### src/rtl/inv_char_seq_if.sv
// rtl/inv_char_seq_if.sv - control, stimulus and result signals of the inverter characterisation sequencer
interface inv_char_seq_if #(
  parameter int DIV_W = 8,
  parameter int CNT_W = 8
);
  logic             ena;
  logic             start;
  logic [DIV_W-1:0] half_period;
  logic [CNT_W-1:0] n_samples;
  logic             inv_out;
  logic             stim;
  logic             busy;
  logic             done;
  logic [CNT_W-1:0] pass_cnt;
  logic [CNT_W-1:0] fail_cnt;
  logic             any_fail;

  modport master (
    output ena, start, half_period, n_samples, inv_out,
    input  stim, busy, done, pass_cnt, fail_cnt, any_fail
  );

  modport slave (
    input  ena, start, half_period, n_samples, inv_out,
    output stim, busy, done, pass_cnt, fail_cnt, any_fail
  );
endinterface

### src/rtl/inv_char_seq.sv
// rtl/inv_char_seq.sv - square-wave stimulus and pass/fail scoring sequencer for the analog inverter tile
module inv_char_seq #(
  parameter int DIV_W = 8,
  parameter int CNT_W = 8
) (
  input logic          clk,
  input logic          rst_n,
  inv_char_seq_if.slave bus
);

  typedef enum logic [1:0] {IDLE, RUN, DONE} state_t;

  state_t           state, state_nxt;
  logic             s1, s2;
  logic [DIV_W-1:0] hp, hc, hp_in;
  logic [CNT_W-1:0] rem;
  logic             stim_q;
  logic [CNT_W-1:0] pass_q, fail_q;
  logic             any_fail_q;
  logic             accept, sample, last;

  assign hp_in  = (bus.half_period == '0) ? DIV_W'(1) : bus.half_period;
  assign accept = (state == IDLE) && bus.start && bus.ena;
  assign sample = (state == RUN) && bus.ena && (hc == '0);
  assign last   = sample && (rem == CNT_W'(1));

  // inv_out is asynchronous to clk; only s2 is ever scored
  always_ff @(posedge clk or negedge rst_n) begin
    if (!rst_n) begin
      s1 <= 1'b0;
      s2 <= 1'b0;
    end else begin
      s1 <= bus.inv_out;
      s2 <= s1;
    end
  end

  always_ff @(posedge clk or negedge rst_n) begin
    if (!rst_n) state <= IDLE;
    else        state <= state_nxt;
  end

  always_comb begin
    state_nxt = state;
    case (state)
      IDLE: if (accept) state_nxt = (bus.n_samples == '0) ? DONE : RUN;
      RUN: begin
        if (!bus.ena)  state_nxt = IDLE;
        else if (last) state_nxt = DONE;
      end
      DONE:    state_nxt = IDLE;
      default: state_nxt = IDLE;
    endcase
  end

  always_ff @(posedge clk or negedge rst_n) begin
    if (!rst_n) begin
      hp         <= '0;
      hc         <= '0;
      rem        <= '0;
      stim_q     <= 1'b0;
      pass_q     <= '0;
      fail_q     <= '0;
      any_fail_q <= 1'b0;
    end else if (accept) begin
      hp         <= hp_in;
      hc         <= hp_in - DIV_W'(1);
      rem        <= bus.n_samples;
      stim_q     <= 1'b0;
      pass_q     <= '0;
      fail_q     <= '0;
      any_fail_q <= 1'b0;
    end else if (state == RUN) begin
      if (!bus.ena) begin
        stim_q <= 1'b0;
      end else if (sample) begin
        if (s2 == ~stim_q) begin
          pass_q <= pass_q + CNT_W'(1);
        end else begin
          fail_q     <= fail_q + CNT_W'(1);
          any_fail_q <= 1'b1;
        end
        // the final sample leaves stim low so DONE always presents 0
        if (last) begin
          stim_q <= 1'b0;
        end else begin
          rem    <= rem - CNT_W'(1);
          stim_q <= ~stim_q;
          hc     <= hp - DIV_W'(1);
        end
      end else begin
        hc <= hc - DIV_W'(1);
      end
    end else begin
      stim_q <= 1'b0;
    end
  end

  assign bus.stim     = stim_q;
  assign bus.busy     = (state == RUN);
  assign bus.done     = (state == DONE);
  assign bus.pass_cnt = pass_q;
  assign bus.fail_cnt = fail_q;
  assign bus.any_fail = any_fail_q;

endmodule

### src/flat_wrapper.sv
// flat-port wrapper written by rule: the top's interface ports become plain ports
module inv_char_seq_flat 
#(
  parameter int DIV_W = 8,
  parameter int CNT_W = 8
)
  (clk, rst_n, bus_ena, bus_start, bus_half_period, bus_n_samples, bus_inv_out, bus_stim, bus_busy, bus_done, bus_pass_cnt, bus_fail_cnt, bus_any_fail);
  inv_char_seq_if #(.DIV_W(DIV_W), .CNT_W(CNT_W)) bus_i ();
  input logic clk;
  input logic rst_n;
  input wire logic [$bits(bus_i.ena)-1:0] bus_ena;
  input wire logic [$bits(bus_i.start)-1:0] bus_start;
  input wire logic [$bits(bus_i.half_period)-1:0] bus_half_period;
  input wire logic [$bits(bus_i.n_samples)-1:0] bus_n_samples;
  input wire logic [$bits(bus_i.inv_out)-1:0] bus_inv_out;
  output wire logic [$bits(bus_i.stim)-1:0] bus_stim;
  output wire logic [$bits(bus_i.busy)-1:0] bus_busy;
  output wire logic [$bits(bus_i.done)-1:0] bus_done;
  output wire logic [$bits(bus_i.pass_cnt)-1:0] bus_pass_cnt;
  output wire logic [$bits(bus_i.fail_cnt)-1:0] bus_fail_cnt;
  output wire logic [$bits(bus_i.any_fail)-1:0] bus_any_fail;
  assign bus_i.ena = bus_ena;
  assign bus_i.start = bus_start;
  assign bus_i.half_period = bus_half_period;
  assign bus_i.n_samples = bus_n_samples;
  assign bus_i.inv_out = bus_inv_out;
  assign bus_stim = bus_i.stim;
  assign bus_busy = bus_i.busy;
  assign bus_done = bus_i.done;
  assign bus_pass_cnt = bus_i.pass_cnt;
  assign bus_fail_cnt = bus_i.fail_cnt;
  assign bus_any_fail = bus_i.any_fail;
  inv_char_seq #(.DIV_W(DIV_W), .CNT_W(CNT_W)) u_core (.clk(clk), .rst_n(rst_n), .bus(bus_i));
endmodule
### config.mk
export PLATFORM = sky130hd
export DESIGN_NAME = inv_char_seq_flat
export DESIGN_NICKNAME = d
export VERILOG_FILES = /design/src/rtl/inv_char_seq_if.sv /design/src/rtl/inv_char_seq.sv /design/src/flat_wrapper.sv
export SDC_FILE = /design/constraint.sdc
export NUM_CORES = 1
export LEC_CHECK = 0
export ABC_AREA = 1
export BUFFER_PORTS_ARGS = -buffer_cell sky130_fd_sc_hd__buf_2
export CAP_MARGIN = 15
export CORE_ASPECT_RATIO = 0.9
export CORE_UTILIZATION = 61
export DETAILED_ROUTE_END_ITERATION = 16
export GPL_ROUTABILITY_DRIVEN = 1
export PLACE_DENSITY = 0.9
export SYNTH_ARGS = -nofsm -noshare
export SYNTH_HDL_FRONTEND = slang
export SYNTH_SLANG_ARGS = --single-unit
### constraint.sdc
create_clock -name clk -period 3.4 [get_ports clk]
set_input_delay 0.17 -clock clk [delete_from_list [all_inputs] [get_ports clk]]
set_output_delay 0.17 -clock clk [all_outputs]
set_load 0.005 [all_outputs]
== After elaboration in Yosys (flattened, before gate mapping) ==
Index checks and enable logic that the tools add are counted.
Widths: inputs -> output; s select.

* Bits in registers: 46
* Bits of input ports: 21
* Output and inout port bits: 20
* Word-level logic and storage cells: 81

* $add $sub $neg: 6
* Eq/ne operators: 10
* Multiplexer cells: 36
* Bitwise gates (word level): 1
* Reductions and logical operators: 18

{| class="wikitable"
|+ Operator list
! cell !! number
|-
| $mux 8 || 21
|-
| $sub 8x1->8 const B || 4
|-
| $logic_not 8->1 || 3
|-
| $add 8x1->8 const B || 2
|-
| $reduce_and 4->1 || 3
|-
| $mux 1 || 10
|-
| $eq 8x1->1 const B || 1
|-
| $mux 2 || 4
|-
| $reduce_bool 2->1 || 4
|-
| $ne 2x1->1 const B || 3
|-
| $ne 3x2->1 const B || 2
|-
| $logic_and 1x1->1 || 5
|-
| $ne 4x2->1 const B || 1
|-
| $pmux 2 s2 || 1
|-
| $reduce_and 3->1 || 1
|-
| $eq 2x1->1 const B || 1
|-
| $eq 2x2->1 const B || 1
|-
| $logic_not 2->1 || 1
|-
| $reduce_and 2->1 || 1
|-
| $eq 1x1->1 || 1
|-
| $not 1->1 || 1
|}

== Depth between registers and ports, before layout ==
* Depth in word-level cells: 9
* Depth in mapped cells: 15

== Worst setup path before layout ==
Ideal clock, no wire load.

* Path kind: register -> register
* Start point: register u_core.state[0]
* End point: register u_core.hc[6]
* Library setup time: 118 ps
* Arrival: 1686 ps
* Required time: 3282 ps
* Slack: 1596 ps
* Cell stages (with the launch flop): 15
* Buffers on the path: 1
* Period minus slack after synthesis: 1804 ps
* Path through: dfrtp_1 nor2_2 nand2_4 buf_4 nand2_1 nand3_2 inv_1 ha_1 nand2_1 nor2_1 nand2_1 nor2_1 nand2_1 nand3_1 nand2_1

* Longest elaborated chain between the ends: 7

{| class="wikitable"
|+ RTL lines
! item !! RTL line !! RTL
|-
| from (decl) || inv_char_seq.sv:13 || <nowiki>state_t state, state_nxt;</nowiki>
|-
| from (signal assigned) || inv_char_seq.sv:40 || <nowiki>else state <= state_nxt;</nowiki>
|-
| $eq 2x1->1 || inv_char_seq.sv:24, inv_char_seq.sv:73 ||
|-
| $logic_and 1x1->1 (2 in series) || inv_char_seq.sv:24 || <nowiki>assign sample = (state == RUN) && bus.ena && (hc == '0);</nowiki>
|-
| $mux 8 || inv_char_seq.sv:76 || <nowiki>end else if (sample) begin</nowiki>
|-
| $mux 8 || inv_char_seq.sv:74 || <nowiki>if (!bus.ena) begin</nowiki>
|-
| $mux 8 || inv_char_seq.sv:73 || <nowiki>end else if (state == RUN) begin</nowiki>
|-
| $mux 8 || inv_char_seq.sv:65 || <nowiki>end else if (accept) begin</nowiki>
|-
| to (signal assigned) || inv_char_seq.sv:67 || <nowiki>hc <= hp_in - DIV_W'(1);</nowiki>
|-
| to (signal assigned) || inv_char_seq.sv:89 || <nowiki>hc <= hp - DIV_W'(1);</nowiki>
|-
| to (signal assigned) || inv_char_seq.sv:92 || <nowiki>hc <= hc - DIV_W'(1);</nowiki>
|-
| to (decl) || inv_char_seq.sv:15 || <nowiki>logic [DIV_W-1:0] hp, hc, hp_in;</nowiki>
|}

Several ways; a longest one is shown, not always the timed one. The select of a mux whose other input is x is not followed.
A chain may end at the register's enable or synchronous reset.

== Worst setup path after layout ==
Same ends and word-level chain as after synthesis.

==> impl_metrics.toml <==
[power_and_ir_drop]
pwr-share-comb = 0.350
peakVddDrop_mv = 0.4509
p_switching_mw = 0.6631
p_int_mw = 1.061
clkPwrFrac = 0.202
p_leak_nw = 1.551
power_frac_seq = 0.448
power_density_nw_per_um2 = 581.1
sw_frac_of_total = 0.3845

[setup_path]
cp.depth = 13
critPathLaunchType = "flip-flop"
cp-end-kind = "flip-flop"
crit_path_max_fanout = 17
worst-r2r-cell-count = 13
cpPeakStageDelay_ns = 0.45
cpLargestDelayFamily = "simple AND/OR/NAND/NOR gates"
cp_slowest_cell = "dfrtp_1"
cp.required_ns = 3.60
cp_num_buf_inv = 2
cpMostUsedCell = "nand2_1"
crit_chain = "inv_1 > nand2_2 > nor2_4 > o21ai_0 > nand3_2 > inv_1 > ha_1 > nand2_1 > nor2_1 > nand2_1 > o21bai_1 > nand3_1 > nand2_1"
crit_type = "flip-flop to flip-flop"
crit_arrival_ns = 2.38

[worst_hold_path]
hold_depth = 3
hold_class = "input pin to flip-flop"

[route]
viasPerCell = 5.368
first_iter_violations = 147
first_pass_iters = 6
num_vias = 2260
wl_per_cell_um = 13.05
drc_errors = 0
ant_nets = 0
drt_wl_total_um = 5496

[place]
gp_congestion = 0.8911
port_buffers = 40
dp.final_hpwl_um = 3925

[layout]
fillCellCount = 327
antenna_cells = 0
finalNetCount = 398
drive_gt1_frac = 0.2172
syn2layout_area_growth_pct = 14.15

[yosys]
synth_warnings = 0
synthMuxAreaShare = 0
post_synth_fa_ha_maj_area_fraction = 0.02406
synth_flop_cell = "dfrtp_1"
synth_seq_area_share = 0.4427
synthTopCellsByCount = "83 x nand2_1, 46 x dfrtp_1, 38 x nor2_1"
ys_ff_latch = 46
yosysUniqueCellTypes = 34
yosys-top-cells-area = "dfrtp_1 44%, nand2_1 12%, nor2_1 5.5%"
synth_area_sq_um = 2600
synth_xor_area_frac = 0.04379
synth_cells = 327
yosysTopAreaCell = "dfrtp_1"
post_synth.cell_area_avg_sq_um = 7.951
synth_edf_count = 0
synth_nets = 353
yosysTopAreaCellShare = 0.4427
async_flop_share = 1.000
synth_compound_area_frac = 0.09913
synth-simple-area-share = 0.3205
synth_top_family_by_area = "simple AND/OR/NAND/NOR gates"
yosysMostFrequentCell = "nand2_1"

[clock_tree]
clock_sinks = 46
htreeDepth = 2
cts_tree = "built"
clock-root-buffer = "clkbuf_8"
path_clk_slew_ns = 0.08
worstSkewPairLatency_ns = 0.30
cts_resized = 0
clk_path_buf_depth = 2
cts_buffers = 5

[run_status]
outcome = "finished, final reports clean"

[floorplan]
start_util = 0.6382
die_x_um = 70.82
die_y_um = 63.94
die_area_sq_um = 4528
ios = 41
fp.coreArea_sq_um = 4074
rows = 22

[grt]
grt_pass1_wl_um = 9384
grt-ovfl-total = 0
grt.total_usage = 0.2683
antenna_found_initial = 0
grt_pass1_vias = 2128
grt_max_degree = 47

[timing]
slew_headroom = 0.7234
fmax_ghz = 0.4581
final-hold-violation-count = 0
finalSetupViolCount = 0
period_minus_slack_ns = 2.183
whs_ns = 0.09995
worstMarginPinSlew_ns = 0.4139
skew_ns = 0.005350
rsz0062_at_grt = "no"
setup_tns_ns = 0
period_share = 0.6421
slew_viol_final = 0

[flow_run]
drv_cap = 0
[metal layers]
layer,up-vias,GRT usage,part of all wire
li1,1138,-,-
met1,1061,0.3344,0.45
met2,54,0.4567,0.50
met3,7,0.07886,0.036
met4,0,0.07250,0.011
met5,-,0,0
[worst min-delay path, delay by kind of cell]
family / cells / cell delay, ns
and+or+nand+nor: 1 / 0.05
buffers and inverters: 1 / 0.09
AOI/OAI and AO/OA: 1 / 0.06
[final cells by class]
type	instances	area, sq um	area share
clock inverter	2	12.51	0.004216
inverter	41	153.9	0.05186
clock buffer	6	82.58	0.02782
sequential	46	1151	0.3879
tap	48	60.06	0.02024
multi-input combinational	235	1267	0.4271
timing repair buffer	43	240.2	0.08094
[flip-flops by register name, indices dropped and copies added, names as in the netlist, 2 cells and up]
signal / cells
u_core.state: 2
u_core.hp: 8
u_core.hc: 8
u_core.rem: 8
u_core.bus.pass_cnt: 8
u_core.bus.fail_cnt: 8
[path summary, 6_finish.rpt]
check	startpoint	to	slack (ns)
setup reg to reg	u_core.state[0]	u_core.hc[6]	1.22
setup / recovery	u_core.state[0]	u_core.hc[6]	1.22
max in group asynchronous	rst_n	u_core.s1	2.63
hold / removal	bus_n_samples[1]	u_core.rem[1]	0.1
hold reg to reg	u_core.s1	u_core.s2	0.37
min in group asynchronous	rst_n	u_core.bus.pass_cnt[2]	0.30
[layout by cell type (no fill, tap or decap), drive strengths merged, types with 4 or more instances in the layout]
cell type  Yosys  routed
nand4          5       5
o221ai         4       4
clkbuf         2       6
xor2           8       8
nand2         93      93
nand3         15      15
o21ai         17      17
nor2          48      48
xnor2          5       5
nor3           7       7
a31oi          4       4
ha             5       5
inv           41      41
dfrtp         46      46
buf            3      41
a21oi         10      10
[cell families (layout without fill, tap and decap cells)]
family | Yosys count | in the layout
and+or+nand+nor | 174 | 174
DFF | 46 | 46
buffers and inverters | 46 | 92
AOI/OAI and AO/OA | 43 | 43
xor gates and xnor gates | 13 | 13
adders and majority gates | 5 | 5
[repair_timing]
action	CTS	global route
hold endpoints to repair	1	11
hold buffers	1	1
buffers inserted	0	0
[power groups by stage]
stage	clock (mW)	combinational, mW	sequential (mW)
detailed placement	0	0.588	0.779
global placement	0	0.569	0.773
floorplan	0	0.461	0.757
finish	0.349	0.603	0.772
CTS	0.357	0.596	0.771
global route	0.378	0.688	0.786
[metrics by stage]
stage	utilization	power [mW]	area, sq um	instances	setup slack [ns]
after floorplan	-	1.218	2600	327	1.596
after global placement	0.6953	1.342	2833	410	1.421
after detailed placement	0.6953	1.367	2833	410	1.292
after CTS	0.7211	1.724	2938	419	1.250
after global routing	0.7285	1.852	2968	421	0.9794
final	0.7285	1.724	2968	421	1.217
Note: power is estimated with default switching activity, not from simulation.
